$ cat config.mk
export PLATFORM = sky130hd
export DESIGN_NAME = useq_controller
export DESIGN_NICKNAME = d
export VERILOG_FILES = /design/src/rtl/useq_controller.sv
export SDC_FILE = /design/constraint.sdc
export NUM_CORES = 1
export LEC_CHECK = 0
export ABC_AREA = 1
export CAP_MARGIN = 20
export CORE_MARGIN = 2
export CORE_UTILIZATION = 40
export CTS_CLUSTER_SIZE = 12
export DETAILED_ROUTE_END_ITERATION = 6
export PLACE_DENSITY = 0.69
export SYNTH_ARGS = -nofsm -noshare
export SYNTH_HDL_FRONTEND = slang
export SYNTH_SLANG_ARGS = --single-unit
$ cat constraint.sdc
create_clock -name clk -period 1.55 [get_ports clk]
set_input_delay 0.2325 -clock clk [delete_from_list [all_inputs] [get_ports clk]]
set_output_delay 0.2325 -clock clk [all_outputs]
set_load 0.05 [all_outputs]
$ cat src/rtl/useq_controller.sv
// Run/halt controller for a 4-bit microsequencer with a writable control store
// and two writable dispatch tables (D1/D2). Tables are writable only while idle.
module useq_controller #(
  parameter int UPC_W = 4,
  parameter int INP_W = 2,
  parameter int BC_W  = 3
) (
  input  logic             clk,
  input  logic             rst_n,
  input  logic             start,
  input  logic [INP_W-1:0] inp,
  input  logic             inp_valid,
  input  logic             ucode_we,
  input  logic [UPC_W-1:0] ucode_addr,
  input  logic [BC_W-1:0]  ucode_data,
  input  logic             disp_we,
  input  logic             disp_sel,
  input  logic [INP_W-1:0] disp_addr,
  input  logic [UPC_W-1:0] disp_data,
  output logic [UPC_W-1:0] upc,
  output logic             busy,
  output logic             done,
  output logic             stall,
  output logic             cfg_err
);

  localparam int N_UC = 2 ** UPC_W;
  localparam int N_D  = 2 ** INP_W;

  localparam logic [BC_W-1:0] BC_SEQ   = BC_W'(0);
  localparam logic [BC_W-1:0] BC_DISP1 = BC_W'(1);
  localparam logic [BC_W-1:0] BC_DISP2 = BC_W'(2);
  localparam logic [BC_W-1:0] BC_END   = BC_W'(3);
  localparam logic [BC_W-1:0] BC_WAIT  = BC_W'(4);

  typedef enum logic {
    MODE_IDLE,
    MODE_RUN
  } mode_t;

  mode_t            r_mode;
  logic [UPC_W-1:0] r_upc;
  logic             r_wr_rej;
  logic [BC_W-1:0]  r_ucode [N_UC];
  logic [UPC_W-1:0] r_d1    [N_D];
  logic [UPC_W-1:0] r_d2    [N_D];

  logic             w_run;
  logic [BC_W-1:0]  w_code;
  logic             w_illegal;
  logic             w_end;
  logic             w_gated;
  logic [UPC_W-1:0] w_upc_step;

  function automatic logic [BC_W-1:0] ucode_dflt(input int idx);
    case (idx)
      0, 1, 4, 5: return BC_SEQ;
      2:          return BC_DISP1;
      6:          return BC_DISP2;
      8:          return BC_WAIT;
      default:    return BC_END;
    endcase
  endfunction

  function automatic logic [UPC_W-1:0] d1_dflt(input int idx);
    case (idx)
      0:       return UPC_W'(4);
      1:       return UPC_W'(6);
      default: return UPC_W'(8);
    endcase
  endfunction

  function automatic logic [UPC_W-1:0] d2_dflt(input int idx);
    case (idx)
      0:       return UPC_W'(7);
      1:       return UPC_W'(9);
      default: return UPC_W'(3);
    endcase
  endfunction

  assign w_run     = (r_mode == MODE_RUN);
  assign w_code    = r_ucode[r_upc];
  assign w_illegal = (w_code > BC_WAIT);
  assign w_end     = w_run && ((w_code == BC_END) || w_illegal);
  assign w_gated   = (w_code == BC_DISP1) || (w_code == BC_DISP2) || (w_code == BC_WAIT);

  always_comb begin
    w_upc_step = r_upc;
    case (w_code)
      BC_SEQ:   w_upc_step = r_upc + UPC_W'(1);
      BC_DISP1: if (inp_valid) w_upc_step = r_d1[inp];
      BC_DISP2: if (inp_valid) w_upc_step = r_d2[inp];
      BC_WAIT:  if (inp_valid) w_upc_step = r_upc + UPC_W'(1);
      default:  w_upc_step = r_upc;
    endcase
  end

  // Mode FSM; upc only leaves 0 while running, so entering RUN needs no upc update.
  always_ff @(posedge clk) begin
    if (!rst_n) begin
      r_mode   <= MODE_IDLE;
      r_upc    <= '0;
      r_wr_rej <= 1'b0;
    end else begin
      r_wr_rej <= w_run && (ucode_we || disp_we);
      case (r_mode)
        MODE_IDLE: begin
          if (start) r_mode <= MODE_RUN;
        end
        MODE_RUN: begin
          if (w_end) begin
            r_mode <= MODE_IDLE;
            r_upc  <= '0;
          end else begin
            r_upc  <= w_upc_step;
          end
        end
        default: r_mode <= MODE_IDLE;
      endcase
    end
  end

  // Table writes commit only in IDLE; reset restores the factory contents.
  always_ff @(posedge clk) begin
    if (!rst_n) begin
      for (int i = 0; i < N_UC; i++) r_ucode[i] <= ucode_dflt(i);
      for (int i = 0; i < N_D; i++) begin
        r_d1[i] <= d1_dflt(i);
        r_d2[i] <= d2_dflt(i);
      end
    end else if (!w_run) begin
      if (ucode_we) r_ucode[ucode_addr] <= ucode_data;
      if (disp_we) begin
        if (disp_sel) r_d2[disp_addr] <= disp_data;
        else          r_d1[disp_addr] <= disp_data;
      end
    end
  end

  assign upc     = r_upc;
  assign busy    = w_run;
  assign done    = w_end;
  assign stall   = w_run && w_gated && !inp_valid;
  assign cfg_err = r_wr_rej || (w_run && w_illegal);

endmodule
==> out/qor.json <==
{
  "outcome": {"value": "complete, but fails checks"},
  "failed_checks": {"value": "setup timing"},
  "regToRegSetupSlack": {"value": -0.61, "unit": "ns"},
  "die_area": {"value": 0.0123, "unit": "sq mm"},
  "synth-adder-area-share": {"value": 0.274, "unit": "%"},
  "yosys_reg_bits": {"value": 90},
  "timing.critical_path.to_type": {"value": "primary output"},
  "postCtsHoldBufs": {"value": 0},
  "design_power_total": {"value": 0.0111, "unit": "W"},
  "synth_fp_nets": {"value": 557},
  "antenna_violating_nets_post_route": {"value": 0},
  "ys_seq_area_share": {"value": 57.1, "unit": "%"},
  "critical_path_arrival": {"value": 2.03, "unit": "ns"},
  "netlist.area_leader.share": {"value": 52.7, "unit": "%"},
  "max_cap_violations": {"value": 0},
  "setup_viol_count_final": {"value": 12},
  "h_tree_levels": {"value": 3},
  "yosysTopAreaCell": {"value": "sky130_fd_sc_hd__edfxtp_1"},
  "pin_count_of_the_biggest_net_entering_global_routing": {"value": 27},
  "max_freq": {"value": 441, "unit": "MHz"},
  "worstRegToRegCells": {"value": 17},
  "max_slew.worst_pin.slew": {"value": 0.406, "unit": "ns"},
  "clock_input_transition_at_the_sequential_cells_of_the_worst_setup_and_hold_paths": {"value": 0.06, "unit": "ns"},
  "report.final.slew_viol_count": {"value": 0},
  "cts.sink_count": {"value": 90},
  "detail_route.iter0.violations": {"value": 276},
  "cp_slowest_cell": {"value": "sky130_fd_sc_hd__dfxtp_4"},
  "final.min_clock_period": {"value": 2.27, "unit": "ns"},
  "grt_antenna_before_repair": {"value": 0},
  "xor_and_xnor_fraction_of_the_mapped_netlist_area": {"value": 0.384, "unit": "%"},
  "timing.hold.worst.start": {"value": "disp_we"},
  "power-per-cell-area": {"value": 1790, "unit": "mW/mm^2"},
  "synth-warning-count": {"value": 0},
  "global_route_wire_length_before_repair": {"value": 17.4, "unit": "mm"},
  "drc_errors_left": {"value": 0},
  "netlist_area": {"value": 0.00456, "unit": "sq mm"},
  "worst_ir_drop_vdd": {"value": 1.64, "unit": "mV"},
  "num_antenna_cells": {"value": 0},
  "io_buffer_count": {"value": 29},
  "fraction_of_final_layout_cells_with_drive_strength_greater_than_1": {"value": 26.7, "unit": "%"},
  "syn-instance-count": {"value": 534},
  "cts-buffers-inserted": {"value": 9},
  "synth_cell_types": {"value": 30},
  "drt_pre_antenna_iters": {"value": 6},
  "worst_slew_margin_rel": {"value": 72.9, "unit": "%"},
  "grt_pass1_vias": {"value": 3687},
  "ios": {"value": 30},
  "clock-skew-final": {"value": 0.00566, "unit": "ns"},
  "cpMostUsedCell": {"value": "sky130_fd_sc_hd__nand3_2"},
  "placementRows": {"value": 38},
  "floorplan.core_area": {"value": 0.0110, "unit": "sq mm"},
  "cp_slowest_stage_delay": {"value": 0.45, "unit": "ns"},
  "netlist_top_cells_area": {"value": "sky130_fd_sc_hd__edfxtp_1, sky130_fd_sc_hd__nand2_1, sky130_fd_sc_hd__nor2_1, sky130_fd_sc_hd__inv_1, sky130_fd_sc_hd__nand3_1"},
  "dp_hpwl": {"value": 7.53, "unit": "mm"},
  "finalWeightedCongestion": {"value": 0.883},
  "track_usage": {"value": 17.9, "unit": "%"},
  "initial_utilization": {"value": 41.5, "unit": "%"},
  "clk_latency": {"value": 0.34, "unit": "ns"},
  "clock_tree.root_cell": {"value": "sky130_fd_sc_hd__clkbuf_16"},
  "final-hold-violation-count": {"value": 0},
  "die_height": {"value": 111, "unit": "microns"},
  "cts_tree": {"value": "built"},
  "num-nets-final": {"value": 639},
  "yosys-mux-area-fraction": {"value": 0, "unit": "%"},
  "rsz0062_at_grt": {"value": "yes"},
  "fin_ws": {"value": -0.717, "unit": "ns"},
  "synth_compound_area_share": {"value": 4.09, "unit": "%"},
  "min_period_over_period": {"value": 146, "unit": "%"},
  "area_growth_from_synthesis_to_layout": {"value": 35.9, "unit": "%"},
  "dr_total_vias": {"value": 3794},
  "path_cells": {"value": "buf_8 -> nand2_1 -> nand3_1 -> nand3_2 -> nand3_4 -> nand2_8 -> inv_6 -> nand3_2 -> nand3_2 -> nand2_2 -> nor2_4 -> buf_12"},
  "clockBufferDepth": {"value": 2},
  "critPathKind": {"value": "reg -> out"},
  "holdPathStages": {"value": 3},
  "synthSimpleGateAreaFrac": {"value": 29.0, "unit": "%"},
  "grt_overflow_total": {"value": 0},
  "min_path_type": {"value": "in -> reg"},
  "synth_area_per_cell": {"value": 8.54, "unit": "sq um"},
  "wire_per_inst": {"value": 14.5, "unit": "microns"},
  "synth_top_family_by_area": {"value": "simple AND/OR/NAND/NOR gates"},
  "finalWirelength": {"value": 11.0, "unit": "mm"},
  "cp_data_required_time": {"value": 1.32, "unit": "ns"},
  "cellLeakagePower": {"value": 2.58, "unit": "nW"},
  "startpoint_type": {"value": "flip-flop"},
  "critical_path_fanout_max": {"value": 6},
  "avgViaCountPerCell": {"value": 4.99},
  "finalCoreUtilization": {"value": 56.4, "unit": "%"},
  "hold_ep": {"value": "r_wr_rej$_SDFF_PN0_"},
  "fp.dieW": {"value": 111, "unit": "microns"}
}
-- per-stage QoR --
| step | hold WS (ns) | setup slack [ns] | setup TNS, ns | area, sq um | cells |
|---|---|---|---|---|---|
| after global placement | 0.540 | -0.419 | -46.12 | 5460 | 737 |
| after detailed placement | 0.561 | -0.439 | -49.68 | 5460 | 737 |
| after floorplan | 0.342 | -0.276 | -2.56 | 4650 | 534 |
| after CTS | 0.477 | -0.662 | -5.48 | 5910 | 756 |
| final | 0.307 | -0.717 | -7.29 | 6200 | 761 |
| after global routing | 0.396 | -0.794 | -8.46 | 6200 | 761 |
-- power breakdown --
part / internal [W] / switching [W]
Combinational: 0.00219 / 0.00328
Sequential: 0.00284 / 0.000225
Clock: 0.00164 / 0.000881
-- critical path, delay by kind of cell (launching register included) --
kind / cells / cell delay (ns)
buffers and inverters: 3 / 0.38
DFF: 1 / 0.45
and+or+nand+nor: 9 / 0.86
-- cell type report --
| cell class | instances | area, sq um |
|---|---|---|
| clock buffers | 15 | 333 |
| multi-input cells | 344 | 1860 |
| well taps | 140 | 175 |
| clock inverters | 1 | 30.0 |
| inverters | 83 | 338 |
| flip-flops and latches | 90 | 2610 |
| repair buffers | 88 | 852 |
| fillers | 907 | 4790 |
-- how the worst max path moves through the flow --
stage / depth (start not counted) / start / slack [ns] / to
after detailed placement: 9 / rst_n / -0.44 / r_ucode[9][2]$_SDFFCE_PN0P_
after floorplan: 15 / flip-flop / -0.28 / flip-flop
after CTS: 12 / flip-flop / -0.66 / stall
final: 12 / flip-flop / -0.72 / stall
after global placement: 9 / rst_n / -0.42 / r_ucode[10][1]$_SDFFCE_PN1P_
after global routing: 12 / flip-flop / -0.79 / stall
-- registers in the layout (all words and copies together) (netlist names), named ones only --
| register | cells |
|---|---|
| r_d1 | 16 |
| r_wr_rej | 1 |
| r_d2 | 16 |
| r_ucode | 48 |
| busy | 1 |
| upc | 4 |
-- cell families (layout without fill, tap and decap cells) --
family	Yosys count	in the layout
fa+ha+maj	1	1
xor+xnor	2	2
buf+inv	100	187
flops	90	90
simple gates	310	310
compound gates	31	31
-- cells in the final DEF (no fill, tap or decap), types with 3 or more instances in the layout --
| master | n |
|---|---|
| sky130_fd_sc_hd__a21oi_1 | 3 |
| sky130_fd_sc_hd__a32o_1 | 3 |
| sky130_fd_sc_hd__buf_12 | 7 |
| sky130_fd_sc_hd__buf_4 | 56 |
| sky130_fd_sc_hd__clkbuf_16 | 15 |
| sky130_fd_sc_hd__clkdlybuf4s50_1 | 19 |
| sky130_fd_sc_hd__dfxtp_1 | 7 |
| sky130_fd_sc_hd__edfxtp_1 | 80 |
| sky130_fd_sc_hd__inv_1 | 73 |
| sky130_fd_sc_hd__inv_2 | 4 |
| sky130_fd_sc_hd__nand2_1 | 133 |
| sky130_fd_sc_hd__nand2_2 | 13 |
| sky130_fd_sc_hd__nand2_4 | 7 |
| sky130_fd_sc_hd__nand3_1 | 29 |
| sky130_fd_sc_hd__nand3_2 | 16 |
| sky130_fd_sc_hd__nand3_4 | 6 |
| sky130_fd_sc_hd__nand4_1 | 4 |
| sky130_fd_sc_hd__nor2_1 | 71 |
| sky130_fd_sc_hd__nor2_2 | 18 |
| sky130_fd_sc_hd__nor2_4 | 7 |
| sky130_fd_sc_hd__o21ai_0 | 13 |
| sky130_fd_sc_hd__o21ai_1 | 3 |
| sky130_fd_sc_hd__o22ai_1 | 5 |
-- synth_stat cells, drive strengths merged --
master,number
nand2,155
nor2,96
inv,83
edfxtp,80
nand3,51
o21ai,16
dfxtp,10
buf,9
clkbuf,8
o22ai,5
a21oi,4
nand4,4
a32o,3
nor3,2
xor2,2
a31oi,1
ha,1
nand3b,1
nor3b,1
o21a,1
o21bai,1
-- per-layer routing --
| layer | wire [microns] | track usage [%] | up-vias | share of wire [%] |
|---|---|---|---|---|
| met5 | 0 | 0 | - | 0 |
| li1 | - | - | 1874 | - |
| met2 | 5760 | 30.8 | 110 | 52 |
| met4 | 186 | 8.50 | 0 | 1.7 |
| met3 | 583 | 2.57 | 13 | 5.3 |
| met1 | 4500 | 22.1 | 1797 | 41 |
-- repair_timing --
action                     4_1_cts  5_1_grt
setup endpoints to repair       61      103
hold endpoints to repair         0        0
setup buffers                    3        3
gates cloned                     0        2
resized for setup               22       57
pin swaps                        3        7
No activity file was read; power rests on OpenSTA's default activity.
